**src/rtl/cpu_types_pkg.sv**
```systemverilog
// cpu_types_pkg: shared CPU word, RAM status and arbiter state types
package cpu_types_pkg;
  typedef logic [31:0] word_t;
  typedef enum logic [1:0] {FREE, BUSY, ACCESS, ERROR} ramstate_t;
  typedef enum logic [1:0] {IDLE, DGRANT, IGRANT, TRAP} arb_state_t;
endpackage

```
**src/rtl/mem_arbiter_if.sv**
```systemverilog
// mem_arbiter_if: requester-side and RAM-side signals of the memory arbiter
interface mem_arbiter_if;
  import cpu_types_pkg::*;
  logic iREN, dREN, dWEN, iwait, dwait, ramREN, ramWEN, err;
  word_t iaddr, iload, daddr, dstore, dload, ramaddr, ramstore, ramload;
  ramstate_t ramstate;
  modport slave (
    input iREN, iaddr, dREN, dWEN, daddr, dstore, ramload, ramstate,
    output iwait, iload, dwait, dload, ramREN, ramWEN, ramaddr, ramstore, err
  );
  modport master (
    output iREN, iaddr, dREN, dWEN, daddr, dstore, ramload, ramstate,
    input iwait, iload, dwait, dload, ramREN, ramWEN, ramaddr, ramstore, err
  );
endinterface

```
**src/rtl/mem_arbiter.sv**
```systemverilog
// mem_arbiter: data-priority arbiter onto the unified RAM with stall timeout and sticky error
module mem_arbiter
  import cpu_types_pkg::*;
#(
  parameter int TIMEOUT = 16
) (
  input logic clk,
  input logic nRST,
  mem_arbiter_if.slave mif
);
  arb_state_t state_q, state_d;
  logic [15:0] cnt_q, cnt_d;
  logic err_q, err_d;
  logic dreq, dgrant, igrant, access, own_req;
  assign dreq = mif.dREN | mif.dWEN;
  assign dgrant = state_q == DGRANT;
  assign igrant = state_q == IGRANT;
  assign access = mif.ramstate == ACCESS;
  assign own_req = dgrant ? dreq : mif.iREN;
  assign mif.ramaddr = dgrant ? mif.daddr : igrant ? mif.iaddr : '0;
  assign mif.ramstore = dgrant ? mif.dstore : '0;
  assign mif.ramWEN = dgrant & mif.dWEN;
  assign mif.ramREN = dgrant ? mif.dREN & ~mif.dWEN : igrant;
  assign mif.iwait = mif.iREN & ~(igrant & access);
  assign mif.dwait = dreq & ~(dgrant & access);
  assign mif.iload = mif.ramload;
  assign mif.dload = mif.ramload;
  assign mif.err = err_q;
  // next state: grant selection, completion/withdrawal, stall counting and timeout trap
  always_comb begin
    state_d = state_q;
    cnt_d = cnt_q;
    err_d = err_q;
    if (state_q == IDLE) begin
      state_d = dreq ? DGRANT : mif.iREN ? IGRANT : IDLE;
    end else if (dgrant || igrant) begin
      if (!own_req || access) begin
        state_d = IDLE;
        cnt_d = '0;
      end else begin
        cnt_d = &cnt_q ? cnt_q : cnt_q + 16'd1;
        err_d = err_q | (mif.ramstate == ERROR);
        if (cnt_q == 16'(TIMEOUT - 1)) begin
          state_d = TRAP;
          err_d = 1'b1;
        end
      end
    end
  end
  // state registers; reset abandons any access at once
  always_ff @(posedge clk or negedge nRST) begin
    if (!nRST) begin
      state_q <= IDLE;
      cnt_q <= '0;
      err_q <= 1'b0;
    end else begin
      state_q <= state_d;
      cnt_q <= cnt_d;
      err_q <= err_d;
    end
  end
endmodule

```
**src/flat_wrapper.sv**
```systemverilog
// flat-port wrapper written by rule: the top's interface ports become plain ports
module mem_arbiter_flat import cpu_types_pkg::*;
#(
  parameter int TIMEOUT = 16
)
  (clk, nRST, mif_iREN, mif_iaddr, mif_dREN, mif_dWEN, mif_daddr, mif_dstore, mif_ramload, mif_ramstate, mif_iwait, mif_iload, mif_dwait, mif_dload, mif_ramREN, mif_ramWEN, mif_ramaddr, mif_ramstore, mif_err);
  mem_arbiter_if mif_i ();
  input logic clk;
  input logic nRST;
  input wire logic [$bits(mif_i.iREN)-1:0] mif_iREN;
  input wire logic [$bits(mif_i.iaddr)-1:0] mif_iaddr;
  input wire logic [$bits(mif_i.dREN)-1:0] mif_dREN;
  input wire logic [$bits(mif_i.dWEN)-1:0] mif_dWEN;
  input wire logic [$bits(mif_i.daddr)-1:0] mif_daddr;
  input wire logic [$bits(mif_i.dstore)-1:0] mif_dstore;
  input wire logic [$bits(mif_i.ramload)-1:0] mif_ramload;
  input wire logic [$bits(mif_i.ramstate)-1:0] mif_ramstate;
  output wire logic [$bits(mif_i.iwait)-1:0] mif_iwait;
  output wire logic [$bits(mif_i.iload)-1:0] mif_iload;
  output wire logic [$bits(mif_i.dwait)-1:0] mif_dwait;
  output wire logic [$bits(mif_i.dload)-1:0] mif_dload;
  output wire logic [$bits(mif_i.ramREN)-1:0] mif_ramREN;
  output wire logic [$bits(mif_i.ramWEN)-1:0] mif_ramWEN;
  output wire logic [$bits(mif_i.ramaddr)-1:0] mif_ramaddr;
  output wire logic [$bits(mif_i.ramstore)-1:0] mif_ramstore;
  output wire logic [$bits(mif_i.err)-1:0] mif_err;
  assign mif_i.iREN = mif_iREN;
  assign mif_i.iaddr = mif_iaddr;
  assign mif_i.dREN = mif_dREN;
  assign mif_i.dWEN = mif_dWEN;
  assign mif_i.daddr = mif_daddr;
  assign mif_i.dstore = mif_dstore;
  assign mif_i.ramload = mif_ramload;
  assign mif_i.ramstate = mif_ramstate;
  assign mif_iwait = mif_i.iwait;
  assign mif_iload = mif_i.iload;
  assign mif_dwait = mif_i.dwait;
  assign mif_dload = mif_i.dload;
  assign mif_ramREN = mif_i.ramREN;
  assign mif_ramWEN = mif_i.ramWEN;
  assign mif_ramaddr = mif_i.ramaddr;
  assign mif_ramstore = mif_i.ramstore;
  assign mif_err = mif_i.err;
  mem_arbiter #(.TIMEOUT(TIMEOUT)) u_core (.clk(clk), .nRST(nRST), .mif(mif_i));
endmodule
```
**config.mk**
```make
export PLATFORM = sky130hd
export DESIGN_NAME = mem_arbiter_flat
export DESIGN_NICKNAME = d
export VERILOG_FILES = /design/src/rtl/cpu_types_pkg.sv /design/src/rtl/mem_arbiter_if.sv /design/src/rtl/mem_arbiter.sv /design/src/flat_wrapper.sv
export SDC_FILE = /design/constraint.sdc
export NUM_CORES = 1
export LEC_CHECK = 0
export ABC_AREA = 1
export ABC_CLOCK_PERIOD_IN_PS = 2800
export BUFFER_PORTS_ARGS = -buffer_cell sky130_fd_sc_hd__buf_4
export CORE_AREA = 5 5 101 103
export DETAILED_ROUTE_END_ITERATION = 16
export DIE_AREA = 0 0 106 108
export GPL_ROUTABILITY_DRIVEN = 0
export MAX_ROUTING_LAYER = met4
export PLACE_DENSITY = 0.67
export SYNTH_ARGS = -nofsm -noshare
export SYNTH_HDL_FRONTEND = slang
export SYNTH_SLANG_ARGS = --single-unit
export TNS_END_PERCENT = 10
```
**constraint.sdc**
```tcl
create_clock -name clk -period 2.8 [get_ports clk]
set_clock_uncertainty 0.1 [all_clocks]
set_input_delay 0.28 -clock clk [delete_from_list [all_inputs] [get_ports clk]]
set_output_delay 0.28 -clock clk [all_outputs]
set_load 0.005 [all_outputs]
```
== Yosys cells after proc, flatten, opt, wreduce, memory -nomap -nowiden ==
Index checks and enable logic that the tools add are counted.
Widths: inputs -> output; s select.

* Bits in registers: 19
* Input bits: 135
* Output and inout port bits: 133

* Add/sub/neg operators: 1
* Equality and inequality tests: 6
* Muxes and demuxes: 14
* Bitwise operators: 13
* Reduce and logical (&&, ||, !) cells: 10

{| class="wikitable"
|+ Operator list
! kind !! number
|-
| $mux 32 || 3
|-
| $mux 16 || 2
|-
| $add 16x1->16 const B || 1
|-
| $eq 16x4->1 const B || 1
|-
| $reduce_and 16->1 || 1
|-
| $mux 2 || 6
|-
| $and 1x1->1 || 6
|-
| $eq 2x2->1 const B || 3
|-
| $reduce_and 3->1 || 2
|-
| $not 1->1 || 5
|-
| $mux 1 || 3
|-
| $reduce_bool 3->1 || 1
|-
| $eq 2x1->1 const B || 1
|-
| $logic_not 2->1 || 1
|-
| $logic_or 1x1->1 || 2
|-
| $ne 2x1->1 const B || 1
|-
| $or 1x1->1 || 2
|-
| $reduce_and 2->1 || 1
|-
| $reduce_bool 2->1 || 1
|-
| $logic_not 1->1 || 1
|}

== Logic depth before layout (Yosys ltp) ==
* Depth after elaboration: 7
* Gate-level depth with buffers: 12
* Mapped depth without buffers: 11

== Worst setup path after synthesis ==
OpenSTA, ideal clock, no wires.

* Kind: register to output
* Start point: reg u_core.state_q[1]
* End point: out mif_ramaddr[23]
* Arrival: 1.402 ns
* Required time: 2.420 ns
* Setup slack: 1.018 ns
* Cell stages (with the launch flop): 8
* Buffers on the path: 3
* Cells stage by stage: dfrtp_1 > inv_1 > ha_1 > buf_4 > clkbuf_1 > buf_1 > nand2_1 > nand2_1

* Word-level cells in the longest chain between the ends: 3
* Elaborated cells on any way between the ends: 4

{| class="wikitable"
|+ RTL lines
! element !! line !! RTL
|-
| from (decl) || mem_arbiter.sv:11 || <nowiki>arb_state_t state_q, state_d;</nowiki>
|-
| from (signal assigned) || mem_arbiter.sv:57 || <nowiki>state_q <= state_d;</nowiki>
|-
| $eq 2x2->1 || mem_arbiter.sv:17 || <nowiki>assign igrant = state_q == IGRANT;</nowiki>
|-
| $mux 32 || mem_arbiter.sv:20 || <nowiki>assign mif.ramaddr = dgrant ? mif.daddr : igrant ? mif.iaddr : '0;</nowiki>
|-
| $mux 32 (*) || mem_arbiter.sv:20 ||
|-
| to (decl) || flat_wrapper.sv:24 || <nowiki>output wire logic [$bits(mif_i.ramaddr)-1:0] mif_ramaddr;</nowiki>
|}

Mark *: on every way between the ends. The rest lies on a longest branch, timed or not.

== Worst setup path in the final report ==
* Start point: reg u_core.state_q[1]
* End point: out mif_ramREN

* Word-level cells in the longest chain between the ends: 2
* Elaborated cells on any way between the ends: 3

{| class="wikitable"
|+ RTL lines
! element !! line !! RTL
|-
| $eq 2x2->1 or $eq 2x1->1 (tied branches) || mem_arbiter.sv:17, mem_arbiter.sv:16 ||
|-
| $mux 1 (*) || mem_arbiter.sv:23 || <nowiki>assign mif.ramREN = dgrant ? mif.dREN & ~mif.dWEN : igrant;</nowiki>
|-
| to (decl) || flat_wrapper.sv:22 || <nowiki>output wire logic [$bits(mif_i.ramREN)-1:0] mif_ramREN;</nowiki>
|}

Marks and branches as above.

==> impl_metrics.env <==
export IMPL_status="finished clean"
export IMPL_ios=268
export IMPL_fmax_mhz=407
export IMPL_slowest_delay_ns=0.42
export IMPL_coreArea_um2=9110
export IMPL_htree_num_levels=1
export IMPL_powerDensity_nw_per_um2=671
export IMPL_p_sw_uw=1140
export IMPL_maxCapViolCount=0
export IMPL_grt_start_max_net_pins=55
export IMPL_r2r_start="u_core.state_q[1]"
export IMPL_grt_pass1_vias=2919
export IMPL_final_net_count=677
export IMPL_fin_hold_ws_ns=0.234
export IMPL_timing_setup_tns_ns=0
export IMPL_fp_dieW_um=106
export IMPL_worstSetupStartpoint="u_core.state_q[1]"
export IMPL_cp_slowest_cell="dfrtp_1"
export IMPL_hold_start="mif_ramstate[0]"
export IMPL_relSlewSlack=0.646
export IMPL_finalWirelength_um=11100
export IMPL_syn2layout_area_growth_pct=36.6
export IMPL_post_drt_wl_per_cell_um=17.2
export IMPL_rsz0062_at_grt="no"
export IMPL_cts_root_buf="clkbuf_8"
export IMPL_reg2reg_depth=7
export IMPL_avgSynthCellArea_um2=5.86
export IMPL_min_path_type="input port to flop"
export IMPL_antennaDiodeCount=0
export IMPL_dr_first_iter_drc_count=220
export IMPL_worst_setup_path_end_kind="output pin"
export IMPL_p_comb_frac=0.757
export IMPL_rows=35
export IMPL_fin_area_um2=3510
export IMPL_min_delay_path_depth=4
export IMPL_clock_latency_ns=0.26
export IMPL_slew_viol_final=0
export IMPL_crit_buf_inv=4
export IMPL_ys_ff_latch=19
export IMPL_place_area_um2=3450
export IMPL_arrival_ns=2.08
export IMPL_required_ns=2.42
export IMPL_internal_power_uw=1210
export IMPL_vias_per_cell=4.64
export IMPL_worst_pin_slew_ns=0.531
export IMPL_clockBufferDepth=2
export IMPL_vdd_drop_max_uv=561
export IMPL_cts_setup_buffers=0
export IMPL_crit_type="flop to output pin"
export IMPL_fin_util=0.385
export IMPL_ant_nets=0
export IMPL_detailed_place_hpwl_um=9560
export IMPL_setup_viol=0
export IMPL_period_share=0.878
export IMPL_dieHeight_um=108
export IMPL_clk_pin_slew_worst_paths_ns=0.07
export IMPL_synth_cell_type_count=29
export IMPL_crit_chain="inv_1, ha_2, clkinv_1, buf_4, nor2_1, nand2_1, nand2_1, buf_4"
export IMPL_path_depth=8
export IMPL_post_cts_resized=0
export IMPL_layout_drive_gt1_share=0.360
export IMPL_drc=0
export IMPL_floorplan_initialDensity=0.282
export IMPL_synth_seq_area_share=0.185
export IMPL_cts_buffers=3
export IMPL_p_seq_frac=0.159
export IMPL_port_buffers=171
export IMPL_grt_overflow=0
export IMPL_cts_sinks=19
export IMPL_pre_cts_slack_ns=0.608
export IMPL_syn_cell_area_um2=2570
export IMPL_cp_start_kind="flop"
export IMPL_die_area_um2=11400
export IMPL_hold_viol_final=0
export IMPL_switching_share=0.485
export IMPL_grt_pass1_wl_um=16100
export IMPL_yosys_warnings=0
export IMPL_power_leakage_uw=0.00212
export IMPL_antenna_found_initial=0
export IMPL_cpLargestDelayFamily="buffers and inverters"
export IMPL_critPathMaxFanout=24
export IMPL_vias=3000
export IMPL_min_period_ns=2.46
export IMPL_synth_nets=578
export IMPL_finalWorstSetupSlack_ns=0.341
export IMPL_drtPass1Iterations=4
export IMPL_synthCells=438
export IMPL_power_share_clock=0.084
export IMPL_postCtsHoldBufs=1
export IMPL_grtUsageTotal=0.185
export IMPL_cts_tree="yes"
## through the flow
stage               total power [µW]  std cells
floorplan                       1370        438
global placement                2140        642
detailed placement              2170        642
CTS                             2380        647
global route                    2600        647
finish                          2350        647
## placed cells by master, fill, tap and decap left out, types with 2 or more instances in the layout
master	count
nand4_1	4
buf_4	174
ha_1	4
clkbuf_8	3
o21ai_1	4
o21ai_0	7
nand2_1	168
nor2_1	22
nand3_1	50
xor2_1	5
nor2_2	2
o21ai_2	5
dfrtp_1	19
inv_1	52
clkinv_1	2
## sequential cells by signal, summed over array words and instances (netlist names)
name / count
u_core.cnt_q: 16
u_core.state_q: 2
u_core.mif.err: 1
## cell type report
type                       count  area [µm²]
inverter                      55         206
clock buffer                   4        45.0
tap                          111         139
multi-input combinational    283        1320
fill                         999        5600
timing repair buffer         175        1320
sequential                    19         475
## tightest hold or removal path, stage by stage
cell and delay, ns:
buf_4 0.08, nand2_1 0.05, nand2_1 0.06, a21o_1 0.09
## cell usage after synthesis (all sizes together)
cell type  count  share of area
nor2          25          0.041
o21ai         17          0.045
nand3         52           0.11
o21bai         1         0.0073
xnor2          1         0.0034
nand3b         1         0.0029
clkinv         2         0.0029
dfrtp         19           0.19
inv           53          0.078
or2            1         0.0024
nand2        169           0.25
clkbuf        10          0.015
nand4          4         0.0097
nor3           1         0.0019
xor2           5          0.017
a21o           1         0.0029
buf           71           0.20
ha             5          0.024
## path summary, 6_finish.rpt
path / end / slack, ns
worst min-delay path: u_core.mif.err / 0.23
worst min register to register: u_core.mif.err / 0.37
max in group asynchronous: u_core.state_q[1] / 2.06
worst max register to register: u_core.cnt_q[14] / 0.62
worst max-delay path: mif_ramREN / 0.34
min in group asynchronous: u_core.cnt_q[2] / 0.33
## power by group through the flow
stage,Sequential (µW),Clock [µW],Combinational (µW)
3_3_place_gp,373,0,1770
3_5_place_dp,377,0,1790
2_1_floorplan,367,0,1000
4_1_cts,371,201,1810
5_1_grt,383,216,2000
6_report,374,197,1780
## cells by family (layout without fill, tap and decap cells)
group                      Yosys count  in the layout  synth area share
and+or+nand+nor                    253            253             0.415
buffers and inverters              136            234             0.300
AOI/OAI and AO/OA                   19             19            0.0551
DFF                                 19             19             0.185
xor gates and xnor gates             6              6            0.0205
adders and majority gates            5              5            0.0244
## layer usage
| metal | global-route usage | up-vias | wire length [µm] |
|---|---|---|---|
| met1 | 0.212 | 1342 | 4270 |
| li1 | - | 1465 | - |
| met2 | 0.292 | 159 | 5220 |
| met4 | 0.0620 | 0 | 325 |
| met3 | 0.0788 | 34 | 1320 |
| met5 | - | - | 0 |
Note: power is estimated with default switching activity, not from simulation.
